### src/rtl/snn_pkg.sv
// Shared types and constants for the spiking front-end blocks.
// Holds the encoder state type and the 8-bit LFSR polynomial.
package snn_pkg;

    typedef enum logic {
        ST_IDLE = 1'b0,
        ST_RUN  = 1'b1
    } state_e;

    localparam int              LFSR_W       = 8;
    // Taps at bits 7,5,4,3: x^8 + x^6 + x^5 + x^4 + 1, maximal length (255).
    localparam logic [LFSR_W-1:0] LFSR_TAPS    = 8'hB8;
    localparam logic [LFSR_W-1:0] SEED_DEFAULT = 8'h01;

    // The all-zero state is a lock-up state for this LFSR, so map it to 1.
    function automatic logic [LFSR_W-1:0] legal_seed(input logic [LFSR_W-1:0] seed);
        return (seed == '0) ? {{(LFSR_W-1){1'b0}}, 1'b1} : seed;
    endfunction

endpackage

### src/rtl/snn_lfsr8.sv
// 8-bit Fibonacci LFSR with synchronous seed load and step enable.
// A zero seed is replaced by 1 so the register can never lock up.
module snn_lfsr8
    import snn_pkg::*;
#(
    parameter logic [LFSR_W-1:0] RESET_SEED = SEED_DEFAULT
) (
    input  logic              clk,
    input  logic              reset,
    input  logic              load_i,
    input  logic              en_i,
    input  logic [LFSR_W-1:0] seed_i,
    output logic [LFSR_W-1:0] state_o
);

    logic [LFSR_W-1:0] state_q, state_d;
    logic              feedback;

    assign feedback = ^(state_q & LFSR_TAPS);

    always_comb begin
        state_d = state_q;
        if (load_i) begin
            state_d = legal_seed(seed_i);
        end else if (en_i) begin
            state_d = {state_q[LFSR_W-2:0], feedback};
        end
    end

    always_ff @(posedge clk) begin
        if (reset) begin
            state_q <= legal_seed(RESET_SEED);
        end else begin
            state_q <= state_d;
        end
    end

    assign state_o = state_q;

endmodule

### src/rtl/spike_rate_encoder.sv
// Rate-coding encoder: one intensity per window, LFSR-compared spike train out.
// Optional build macro SPIKE_RATE_ENCODER_COUNT_EN adds the spike_count output.
module spike_rate_encoder
    import snn_pkg::*;
#(
    parameter int              WINDOW = 255,
    parameter logic [7:0]      SEED   = SEED_DEFAULT
) (
    input  logic       clk,
    input  logic       reset,
    input  logic       in_valid,
    output logic       in_ready,
    input  logic [7:0] in_intensity,
    output logic       spike_out,
    output logic       busy,
    output logic       window_done
`ifdef SPIKE_RATE_ENCODER_COUNT_EN
    ,
    output logic [7:0] spike_count
`endif
);

    localparam logic [7:0] WIN_LAST = 8'(WINDOW - 1);

    state_e      state_q, state_d;
    logic [7:0]  intensity_q, intensity_d;
    logic [7:0]  cnt_q, cnt_d;
    logic        spike_q, spike_d;
    logic        busy_q, busy_d;
    logic        done_q, done_d;
    logic [7:0]  lfsr;
    logic        handshake;
    logic        run;
    logic        last;

    assign run       = (state_q == ST_RUN);
    assign handshake = in_valid & in_ready;
    assign last      = run && (cnt_q == WIN_LAST);

    // The LFSR is reloaded on every accepted sample so each window replays
    // the same sequence and the spike count equals the intensity exactly.
    snn_lfsr8 #(
        .RESET_SEED (SEED)
    ) u_lfsr (
        .clk     (clk),
        .reset   (reset),
        .load_i  (handshake),
        .en_i    (run),
        .seed_i  (SEED),
        .state_o (lfsr)
    );

    always_ff @(posedge clk) begin
        if (reset) begin
            state_q <= ST_IDLE;
        end else begin
            state_q <= state_d;
        end
    end

    always_comb begin
        state_d = state_q;
        case (state_q)
            ST_IDLE: if (handshake) state_d = ST_RUN;
            ST_RUN:  if (last)      state_d = ST_IDLE;
            default:                state_d = ST_IDLE;
        endcase
    end

    always_comb begin
        in_ready = (state_q == ST_IDLE);
    end

    always_comb begin
        intensity_d = intensity_q;
        cnt_d       = cnt_q;
        spike_d     = 1'b0;
        if (handshake) begin
            intensity_d = in_intensity;
            cnt_d       = '0;
        end else if (run) begin
            spike_d = (lfsr <= intensity_q);
            cnt_d   = 8'(cnt_q + 8'd1);
        end
        done_d = last;
        busy_d = (state_d == ST_RUN);
    end

    always_ff @(posedge clk) begin
        if (reset) begin
            intensity_q <= '0;
            cnt_q       <= '0;
            spike_q     <= 1'b0;
            busy_q      <= 1'b0;
            done_q      <= 1'b0;
        end else begin
            intensity_q <= intensity_d;
            cnt_q       <= cnt_d;
            spike_q     <= spike_d;
            busy_q      <= busy_d;
            done_q      <= done_d;
        end
    end

    assign spike_out   = spike_q;
    assign busy        = busy_q;
    assign window_done = done_q;

`ifdef SPIKE_RATE_ENCODER_COUNT_EN
    logic [7:0] count_q, count_d;

    // Holds its final value after the window until the next accepted sample.
    always_comb begin
        count_d = count_q;
        if (handshake) begin
            count_d = '0;
        end else if (run && spike_d) begin
            count_d = 8'(count_q + 8'd1);
        end
    end

    always_ff @(posedge clk) begin
        if (reset) begin
            count_q <= '0;
        end else begin
            count_q <= count_d;
        end
    end

    assign spike_count = count_q;
`endif

endmodule
### config.mk
export PLATFORM = sky130hd
export DESIGN_NAME = spike_rate_encoder
export DESIGN_NICKNAME = d
export VERILOG_FILES = /design/src/rtl/snn_pkg.sv /design/src/rtl/snn_lfsr8.sv /design/src/rtl/spike_rate_encoder.sv
export SDC_FILE = /design/constraint.sdc
export NUM_CORES = 1
export LEC_CHECK = 0
export ABC_AREA = 1
export ABC_CLOCK_PERIOD_IN_PS = 2600
export CELL_PAD_IN_SITES_DETAIL_PLACEMENT = 0
export CELL_PAD_IN_SITES_GLOBAL_PLACEMENT = 1
export CORE_MARGIN = 10
export CORE_UTILIZATION = 43
export CTS_CLUSTER_DIAMETER = 200
export DETAILED_ROUTE_END_ITERATION = 8
export PLACE_DENSITY = 0.92
export SLEW_MARGIN = 20
export SYNTH_ARGS = -nofsm -noshare
export SYNTH_HDL_FRONTEND = slang
export SYNTH_SLANG_ARGS = --single-unit
### constraint.sdc
create_clock -name clk -period 2.6 [get_ports clk]
set_input_delay 0.39 -clock clk [delete_from_list [all_inputs] [get_ports clk]]
set_output_delay 0.39 -clock clk [all_outputs]
set_load 0.005 [all_outputs]
Word level (Yosys, flattened, before mapping):

Cells that the tools add are included.

* word-level logic and storage cells: 18
* bits in read-only memories: 0
* output and inout port bits: 4
* memories kept: 0
* memory bits (writable): 0
* input bits: 11
* flip-flop bits (word level): 27
* bits in latches: 0

* equal/unequal tests: 1
* shift-type cells: 0
* divide/modulo/power cells: 0
* multiply operators: 0
* bitwise operators: 2
* add/sub/neg operators: 1
* reduce and logical (&&, ||, !) cells: 4
* mux-type cells: 3
* magnitude comparators: 1

Operators with widths (count)
* adder 8 x 1 -> 8 bit, second input constant: 1
* == test 8 bit, second input constant: 1
* <= comparator 8 bit: 1
* XOR reduction 8 bit: 1
* OR reduction 3 bit: 1
* 2-to-1 mux 1 bit: 2
* case mux 1 bit (2 select lines): 1
* OR reduction 2 bit: 1
* AND 1 bit: 1
* logical AND 1 bit: 1
* inverter 1 bit: 1

Longest topological paths before layout:

Gate-level depths: netlist of the first run.

* depth in word-level cells: 4
* depth in mapped cells: 10
* mapped depth without buffers: 10

By module:

Synthesis of the first run repeated with hierarchy kept, for this count alone.

* cells, all modules: 192
* area, all modules: 1442.6 um2

Modules (own cells, without submodules)
* spike_rate_encoder: times used 1, area each 979.7 um2, cells each 127, sequential area each 380.4 um2
* snn_lfsr8: times used 1, area each 462.9 um2, cells each 65, sequential area each 160.2 um2

Worst setup path after synthesis of the first run:

No wires, ideal clock.

* path type: input to register
* start: in in_valid
* end: reg cnt_q[3]
* required time: 2.485 ns
* setup time: 0.115 ns
* path slack: 1.455 ns
* cell stages on the path: 6
* data arrival time: 1.030 ns
* path through: inv_1 nor2_4 nor2_8 inv_2 buf_6 nor2_1

* longest elaborated chain between the ends: 2

Ends and longest elaborated chain
* from (decl): RTL line spike_rate_encoder.sv:11 `input logic in_valid,`
* AND 1 bit: RTL line spike_rate_encoder.sv:37 `assign handshake = in_valid & in_ready;`
* OR reduction 2 bit (no source line)
* to (signal assigned): RTL line spike_rate_encoder.sv:98 `cnt_q <= cnt_d;`
* to (decl): RTL line spike_rate_encoder.sv:27 `logic [7:0] cnt_q, cnt_d;`

No other way between the ends.
A chain may end at the register's enable or synchronous reset.

==> flow_summary.json, run 1 <==
{
  "min_path_type": "register to register",
  "ant_nets": 0,
  "cts_buffers": 3,
  "cts_root_buffer": "clkbuf_4",
  "syn_to_final_growth_pct": 14.8,
  "path_clk_slew_ns": 0.14,
  "drc": 0,
  "crit_required_ns": 2.21,
  "track_usage_pct": 9.61,
  "slew-limit-headroom_pct": 73.7,
  "syn-num-nets": 182,
  "hold_buffers": 0,
  "ys_ff_latch": 27,
  "gp_congestion": 0.853,
  "dp_hpwl_um": 1980,
  "hold_viol": 0,
  "cp-start-kind": "register",
  "yosysUniqueCellTypes": 26,
  "core_um2": 2830,
  "cpPeakStageDelay_ns": 0.58,
  "crit_slowest_cell": "clkdlybuf4s50_1",
  "crit_buf_inv": 2,
  "synth.avg_cell_area_um2": 8.07,
  "io_buffers": 14,
  "initial_core_util_pct": 45.9,
  "layout_commonest_cell": "nand2_1",
  "ir_drop_uv": 169,
  "fin_worst_skew_ns": 0.00276,
  "place_area_um2": 1470,
  "fin_crit_sh_pct": 74.4,
  "seq_area_frac_synth_pct": 41.6,
  "p_per_area_nw_per_um2": 481,
  "status": "completed",
  "final_cell_mix": "39 x nand2_1, 27 x dfxtp_1, 17 x inv_1",
  "clock-sinks": 27,
  "post_cts_resized": 0,
  "post_cts_buffers": 0,
  "timing.fmax_ghz": 0.517,
  "critPathMaxFanout": 12,
  "htreeDepth": 1,
  "finalPower_mw": 0.717,
  "drv_cap": 0,
  "grt_max_degree": 20,
  "wl_per_cell_um": 12.3,
  "fin_crit_ns": 1.93,
  "vias_per_cell": 4.99,
  "final_cell_area_um2": 1490,
  "ioPinCount": 15,
  "num_vias": 1038,
  "drt-total-wl_um": 2550,
  "row_count": 19,
  "ys.warnings.count": 0,
  "diodes": 0,
  "grt_pass1_wl_um": 4230,
  "layout-drive-gt1-share_pct": 12.4,
  "grt_overflow": 0,
  "antenna_found_initial": 0,
  "die_w_um": 75.0,
  "path_class": "register to output pin",
  "cp_cell_sequence": "inv_1 > clkdlybuf4s50_1",
  "drtIter0Drc": 60,
  "cts.path.max_buffers": 2,
  "cts_tree": "yes",
  "clk_latency_ns": 0.32,
  "synth.cell_area_um2": 1300,
  "nNetsFinal": 199,
  "die-area_um2": 5620,
  "drt_pass1_iterations": 4,
  "end_kind": "output pin",
  "tightest_slew_ns": 0.394,
  "first_global_vias": 991,
  "syn_inst": 161,
  "rsz0062_at_grt": "no",
  "dieHeight_um": 75.0,
  "cp_top_family": "buffers and inverters",
  "arrival_ns": 1.54,
  "slew_viol_final": 0,
  "setup_viol": 0,
  "leakage_nw": 0.597,
  "fin_setup_tns_ns": 0
}
[synthesized netlist by cell type, drive strengths merged]
library cell / instances / area share (%)
a21o: 1 / 0.58
a21oi: 17 / 8.9
buf: 2 / 1.3
clkbuf: 1 / 0.29
clkinv: 1 / 0.29
dfxtp: 27 / 42
ha: 10 / 9.6
inv: 18 / 5.2
nand2: 41 / 12
nand3: 9 / 3.5
nand4: 2 / 0.96
nor2: 16 / 7.2
nor3: 2 / 1.2
nor3b: 1 / 0.96
o21ai: 8 / 3.1
or2: 1 / 0.48
xnor2: 2 / 1.3
xor2: 2 / 1.3
[registers in the layout (all words and copies together), names as in the netlist]
name / cells
cnt_q: 8
intensity_q: 8
u_lfsr.state_o: 8
busy: 1
spike_out: 1
window_done: 1
[kinds of logic (layout without fill, tap and decap cells)]
group	after synthesis	count (layout)	share of synthesized area (%)
AO/OA/AOI/OAI	26	26	12.5
flip-flops	27	27	41.6
buffers and inverters	22	38	7.03
XOR/XNOR	4	4	2.70
AND/OR/NAND/NOR	72	72	26.5
adder cells (fa/ha/maj)	10	10	9.63
[per-layer routing]
| metal | track usage [%] | vias to the layer above | part of all wire (%) |
|---|---|---|---|
| met2 | 16.2 | 22 | 48 |
| met3 | 1.97 | 5 | 4.9 |
| met1 | 11.5 | 462 | 46 |
| li1 | - | 549 | - |
| met4 | 4.41 | 0 | 1.6 |
| met5 | 0 | - | 0 |
[layout make-up]
class | instances | area, um^2
clock buffer | 4 | 26.3
multi-input combinational | 112 | 667
inverter | 19 | 71.3
fill | 278 | 1340
timing repair buffer | 15 | 148
sequential | 27 | 541
tap | 31 | 38.8
[power breakdown]
group          leakage (nW)  switching (mW)  internal [mW]
Sequential            0.220         0.00618          0.428
Clock                0.0150           0.121         0.0601
Combinational         0.362          0.0593         0.0427
Total                 0.597           0.187          0.531
[path summary, 6_finish.rpt]
path / start / cells past startpoint / end / slack (ns)
worst min-delay path: cnt_q[6] / 1 / cnt_q[6] / 0.49
worst max register to register: busy / 5 / intensity_q[1] / 1.12
worst min register to register: cnt_q[6] / 1 / cnt_q[6] / 0.49
worst max-delay path: busy / 2 / in_ready / 0.67
[stage by stage]
| stage | cells | worst slack [ns] | util [%] | hold slack, ns |
|---|---|---|---|---|
| floorplan | 161 | 1.45 | - | 0.425 |
| global placement | 204 | 0.818 | 51.8 | 0.462 |
| detailed placement | 204 | 0.754 | 51.8 | 0.472 |
| CTS | 208 | 0.660 | 52.7 | 0.495 |
| global route | 208 | 0.597 | 52.7 | 0.513 |
| finish | 208 | 0.666 | 52.7 | 0.487 |
[worst reg2reg max path: stages, from the launching register on]
cell	delay, ns
dfxtp_1	0.34
buf_4	0.20
nor2_4	0.31
nor2_8	0.07
inv_2	0.31
o21ai_0	0.14
(Power assumes the default switching activity.)
==> run 2, diff against run 1 <==
- ABC_CLOCK_PERIOD_IN_PS: 2600 -> 1900
- CORE_UTILIZATION: 43 -> 40
- PLACE_DENSITY: 0.92 -> 0.87
- clock period: 2.6 -> 1.9 ns (I/O delays scaled with it)
==> run 2 against run 1 <==
Effect of this change:
- via count up 0.19%
- core utilization down 3.2 points
- hold slack worse by 0.0079 ns
- critical path depth down 1
- register-to-register slack worse by 0.50 ns
- critical path type unchanged
==> flow_summary.json, run 2 (synthesis gave the netlist of run 1 again) <==
{
  "ant_nets": 0,
  "setup_viol": 0,
  "cts_root_buffer": "clkbuf_4",
  "cpPeakStageDelay_ns": 0.57,
  "dp_hpwl_um": 1930,
  "end_kind": "output pin",
  "drt_pass1_iterations": 4,
  "cp-start-kind": "register",
  "io_buffers": 14,
  "path_class": "register to output pin",
  "row_count": 20,
  "drt-total-wl_um": 2410,
  "first_global_vias": 1039,
  "die_w_um": 77.0,
  "final_cell_mix": "39 x nand2_1, 27 x dfxtp_1, 17 x inv_1",
  "post_cts_buffers": 0,
  "comb_power_share_pct": 14.3,
  "grt_overflow": 0,
  "crit_start": "busy",
  "fin_crit_ns": 1.71,
  "drv_cap": 0,
  "switching_power_mw": 0.251,
  "num_vias": 1040,
  "nNetsFinal": 201,
  "slew-limit-headroom_pct": 72.9,
  "status": "completed",
  "crit_slowest_cell": "clkdlybuf4s50_1",
  "wl_per_cell_um": 10.8,
  "initial_core_util_pct": 42.2,
  "cts_tree": "yes",
  "rsz0062_at_grt": "no",
  "fin_crit_sh_pct": 90.0,
  "cts.path.max_buffers": 2,
  "fin_worst_skew_ns": 0.00726,
  "vias_per_cell": 4.66,
  "arrival_ns": 1.43,
  "timing.fmax_ghz": 0.585,
  "tightest_slew_ns": 0.406,
  "track_usage_pct": 8.73,
  "path_clk_slew_ns": 0.13,
  "min_path_type": "register to register",
  "setup_ws_ns": 0.189,
  "fin_setup_tns_ns": 0,
  "core_um2": 3080,
  "die-area_um2": 5930,
  "cp_cell_sequence": "clkdlybuf4s50_1",
  "power.share.switching_pct": 25.6,
  "syn_to_final_growth_pct": 17.2,
  "antenna_found_initial": 0,
  "htreeDepth": 1,
  "grt_max_degree": 20,
  "diodes": 0,
  "grt_pass1_wl_um": 4470,
  "clock-sinks": 27,
  "drc": 0,
  "hold_buffers": 0,
  "ir_drop_uv": 268,
  "gp_congestion": 0.810,
  "slew_viol_final": 0,
  "cts_buffers": 3,
  "ioPinCount": 15,
  "clk_latency_ns": 0.32,
  "leakage_nw": 0.606,
  "dieHeight_um": 77.0,
  "layout_commonest_cell": "nand2_1",
  "hp-start": "intensity_q[0]",
  "pwr-share-clk_pct": 24.7,
  "cp_top_family": "buffers and inverters",
  "crit_required_ns": 1.62,
  "post_cts_resized": 0,
  "hold_viol": 0,
  "p_seq_share_pct": 61.0,
  "layout-drive-gt1-share_pct": 13.4,
  "place_ws_ns": 0.278,
  "p_int_mw": 0.730,
  "critPathMaxFanout": 7,
  "crit_buf_inv": 1,
  "p_per_area_nw_per_um2": 644,
  "drtIter0Drc": 72,
  "fillers": 306,
  "r2r_start": "busy"
}
==> run 2: cell count changes in the layout (fill, tap and decap cells not counted) <==
cell,before,now
buf_4,1,3
==> run 2: path summary, 6_finish.rpt <==
path / cells past startpoint / to / slack, ns
worst max-delay path: 1 / busy / 0.19
worst max register to register: 5 / u_lfsr.state_o[0] / 0.62
worst min register to register: 2 / intensity_q[0] / 0.48
worst min-delay path: 2 / intensity_q[0] / 0.48
==> run 2: per-layer routing <==
metal  wire length [um]  GRT usage [%]
met1               1200           11.0
met3                 98           2.33
met2               1080           13.8
met4                 38           3.28
met5                  0              0
==> run 2: layout make-up <==
| cell class | count | area [um^2] | share of cell area (%) |
|---|---|---|---|
| tap | 44 | 55.1 | 3.62 |
| timing repair buffer | 17 | 163 | 10.7 |
| inverter | 19 | 71.3 | 4.68 |
| multi-input combinational | 112 | 667 | 43.8 |
| clock buffer | 4 | 26.3 | 1.73 |
| sequential | 27 | 541 | 35.5 |
==> run 2: power groups by stage <==
stage                     clock (mW)  combinational [mW]  sequential (mW)
after floorplan                    0              0.0856            0.608
after global routing           0.268               0.160            0.601
after detailed placement           0               0.141            0.611
after global placement             0               0.139            0.611
final                          0.242               0.140            0.598
after CTS                      0.258               0.142            0.599
==> run 2: metrics by stage <==
stage               util [%]  cell area (um^2)  cells  power, mW  hold WS, ns
floorplan                  -              1300    161      0.693        0.357
global route            49.5              1520    223       1.03        0.504
global placement        48.6              1500    219      0.750        0.444
CTS                     49.5              1520    223      0.999        0.489
detailed placement      48.6              1500    219      0.752        0.465
finish                  49.5              1520    223      0.981        0.479
==> run 3, diff against run 2 <==
- ABC_CLOCK_PERIOD_IN_PS: 1900 -> 1400
- CORE_UTILIZATION: 40 -> 36
- PLACE_DENSITY: 0.87 -> 0.83
- clock period: 1.9 -> 1.4 ns (I/O delays scaled with it)
==> run 3 against run 2 <==
Effect of this change:
- wire length rose by 5.4%
- largest power group unchanged
- critical path depth unchanged
- flip-flop and latch count is the same
- power rose by 39%
- worst setup slack got worse by 0.15 ns
- die area up 8.2%
- critical path type unchanged
- global-route usage shrank 0.42 points
==> flow_summary.json, run 3 (synthesis gave the netlist of run 1 again) <==
{
  "timing.fmax_ghz": 0.737,
  "setup_viol": 0,
  "antenna_found_initial": 0,
  "ir_drop_uv": 301,
  "end_kind": "output pin",
  "fillers": 338,
  "placed_cells": 227,
  "fin_crit_sh_pct": 96.9,
  "hold_buffers": 0,
  "nNetsFinal": 209,
  "track_usage_pct": 8.30,
  "ioPinCount": 15,
  "hp-start": "in_intensity[0]",
  "first_global_vias": 1034,
  "slew_viol_final": 0,
  "clock-sinks": 27,
  "layout-drive-gt1-share_pct": 17.6,
  "core_um2": 3420,
  "row_count": 21,
  "drc": 0,
  "path_class": "register to output pin",
  "cts_buffers": 3,
  "drt-total-wl_um": 2550,
  "vias_per_cell": 4.57,
  "ant_nets": 0,
  "diodes": 0,
  "cp-start-kind": "register",
  "leakage_nw": 0.665,
  "fin_worst_skew_ns": 0.00509,
  "cts_tree": "yes",
  "fin_cells": 233,
  "drv_cap": 0,
  "cp_top_family": "buffers and inverters",
  "tightest_slew_ns": 0.270,
  "grt_max_degree": 15,
  "initial_core_util_pct": 38.0,
  "syn_to_final_growth_pct": 22.4,
  "dp_hpwl_um": 1970,
  "rsz0062_at_grt": "yes",
  "layout_commonest_cell": "nand2_1",
  "hold_viol": 0,
  "cp_cell_sequence": "clkdlybuf4s50_1",
  "status": "completed",
  "crit_buf_inv": 1,
  "fin_crit_ns": 1.36,
  "die-area_um2": 6410,
  "dieHeight_um": 80.1,
  "die_w_um": 80.1,
  "slew-limit-headroom_pct": 82.0,
  "crit_required_ns": 1.19,
  "critPathMaxFanout": 1,
  "wl_per_cell_um": 10.9,
  "crit_slowest_cell": "clkdlybuf4s50_1",
  "cts.path.max_buffers": 2,
  "grt_overflow": 0,
  "crit_start": "window_done",
  "arrival_ns": 1.15,
  "io_buffers": 14,
  "path_clk_slew_ns": 0.15,
  "drt_pass1_iterations": 5,
  "p_per_area_nw_per_um2": 859,
  "htreeDepth": 1,
  "cts_root_buffer": "clkbuf_4",
  "grt_pass1_wl_um": 4380,
  "r2r_start": "busy",
  "fin_setup_tns_ns": 0,
  "clk_latency_ns": 0.32,
  "gp_congestion": 0.736,
  "num_vias": 1064,
  "drtIter0Drc": 48,
  "min_path_type": "input port to register",
  "final_cell_mix": "39 x nand2_1, 26 x dfxtp_1, 17 x inv_1",
  "cpPeakStageDelay_ns": 0.49
}
[run 3: area by class of cell]
class | count | area, um^2 | share of cell area (%)
Clock buffer | 4 | 26.3 | 1.65
Inverter | 19 | 71.3 | 4.48
Tap cell | 46 | 57.6 | 3.62
Timing Repair Buffer | 25 | 224 | 14.1
Sequential cell | 27 | 544 | 34.2
Multi-Input combinational cell | 112 | 667 | 41.9
[run 3: where the power goes]
group,total (mW),switching (mW),internal (mW),leakage [nW]
Clock,0.342,0.230,0.111,0.0150
Sequential,0.807,0.0123,0.795,0.220
Combinational,0.218,0.116,0.102,0.430
[run 3: metrics by stage]
stage / hold slack, ns / util [%] / worst slack, ns / area, um^2 / power, mW
after floorplan: 0.282 / - / 0.269 / 1300 / 0.941
after global placement: 0.444 / 45.2 / 0.0282 / 1540 / 1.04
after detailed placement: 0.449 / 45.2 / 0.00526 / 1540 / 1.04
after CTS: 0.430 / 46.4 / 0.0159 / 1590 / 1.38
after global routing: 0.446 / 46.6 / -0.00289 / 1590 / 1.43
final: 0.433 / 46.6 / 0.0441 / 1590 / 1.37
[run 3: path summary, 6_finish.rpt]
| path | end | slack, ns | depth (start not counted) |
|---|---|---|---|
| max | window_done | 0.04 | 1 |
| min | intensity_q[0] | 0.43 | 3 |
| min reg2reg | intensity_q[0] | 0.46 | 2 |
| max reg2reg | intensity_q[6] | 0.07 | 7 |
[run 3: per-layer routing]
metal | vias up | global-route usage, % | routed length [um]
met5 | - | 0 | 0
met4 | 0 | 3.17 | 20
met3 | 2 | 2.00 | 108
met2 | 18 | 13.2 | 1120
met1 | 480 | 10.6 | 1290
li1 | 564 | - | -
[run 3: timing repair]
item                                    4_1_cts  5_1_grt
resized for setup                             4        2
pin swaps                                     0        1
cloned                                        0        0
buffers inserted                              2        0
endpoints found under the setup margin        2        7
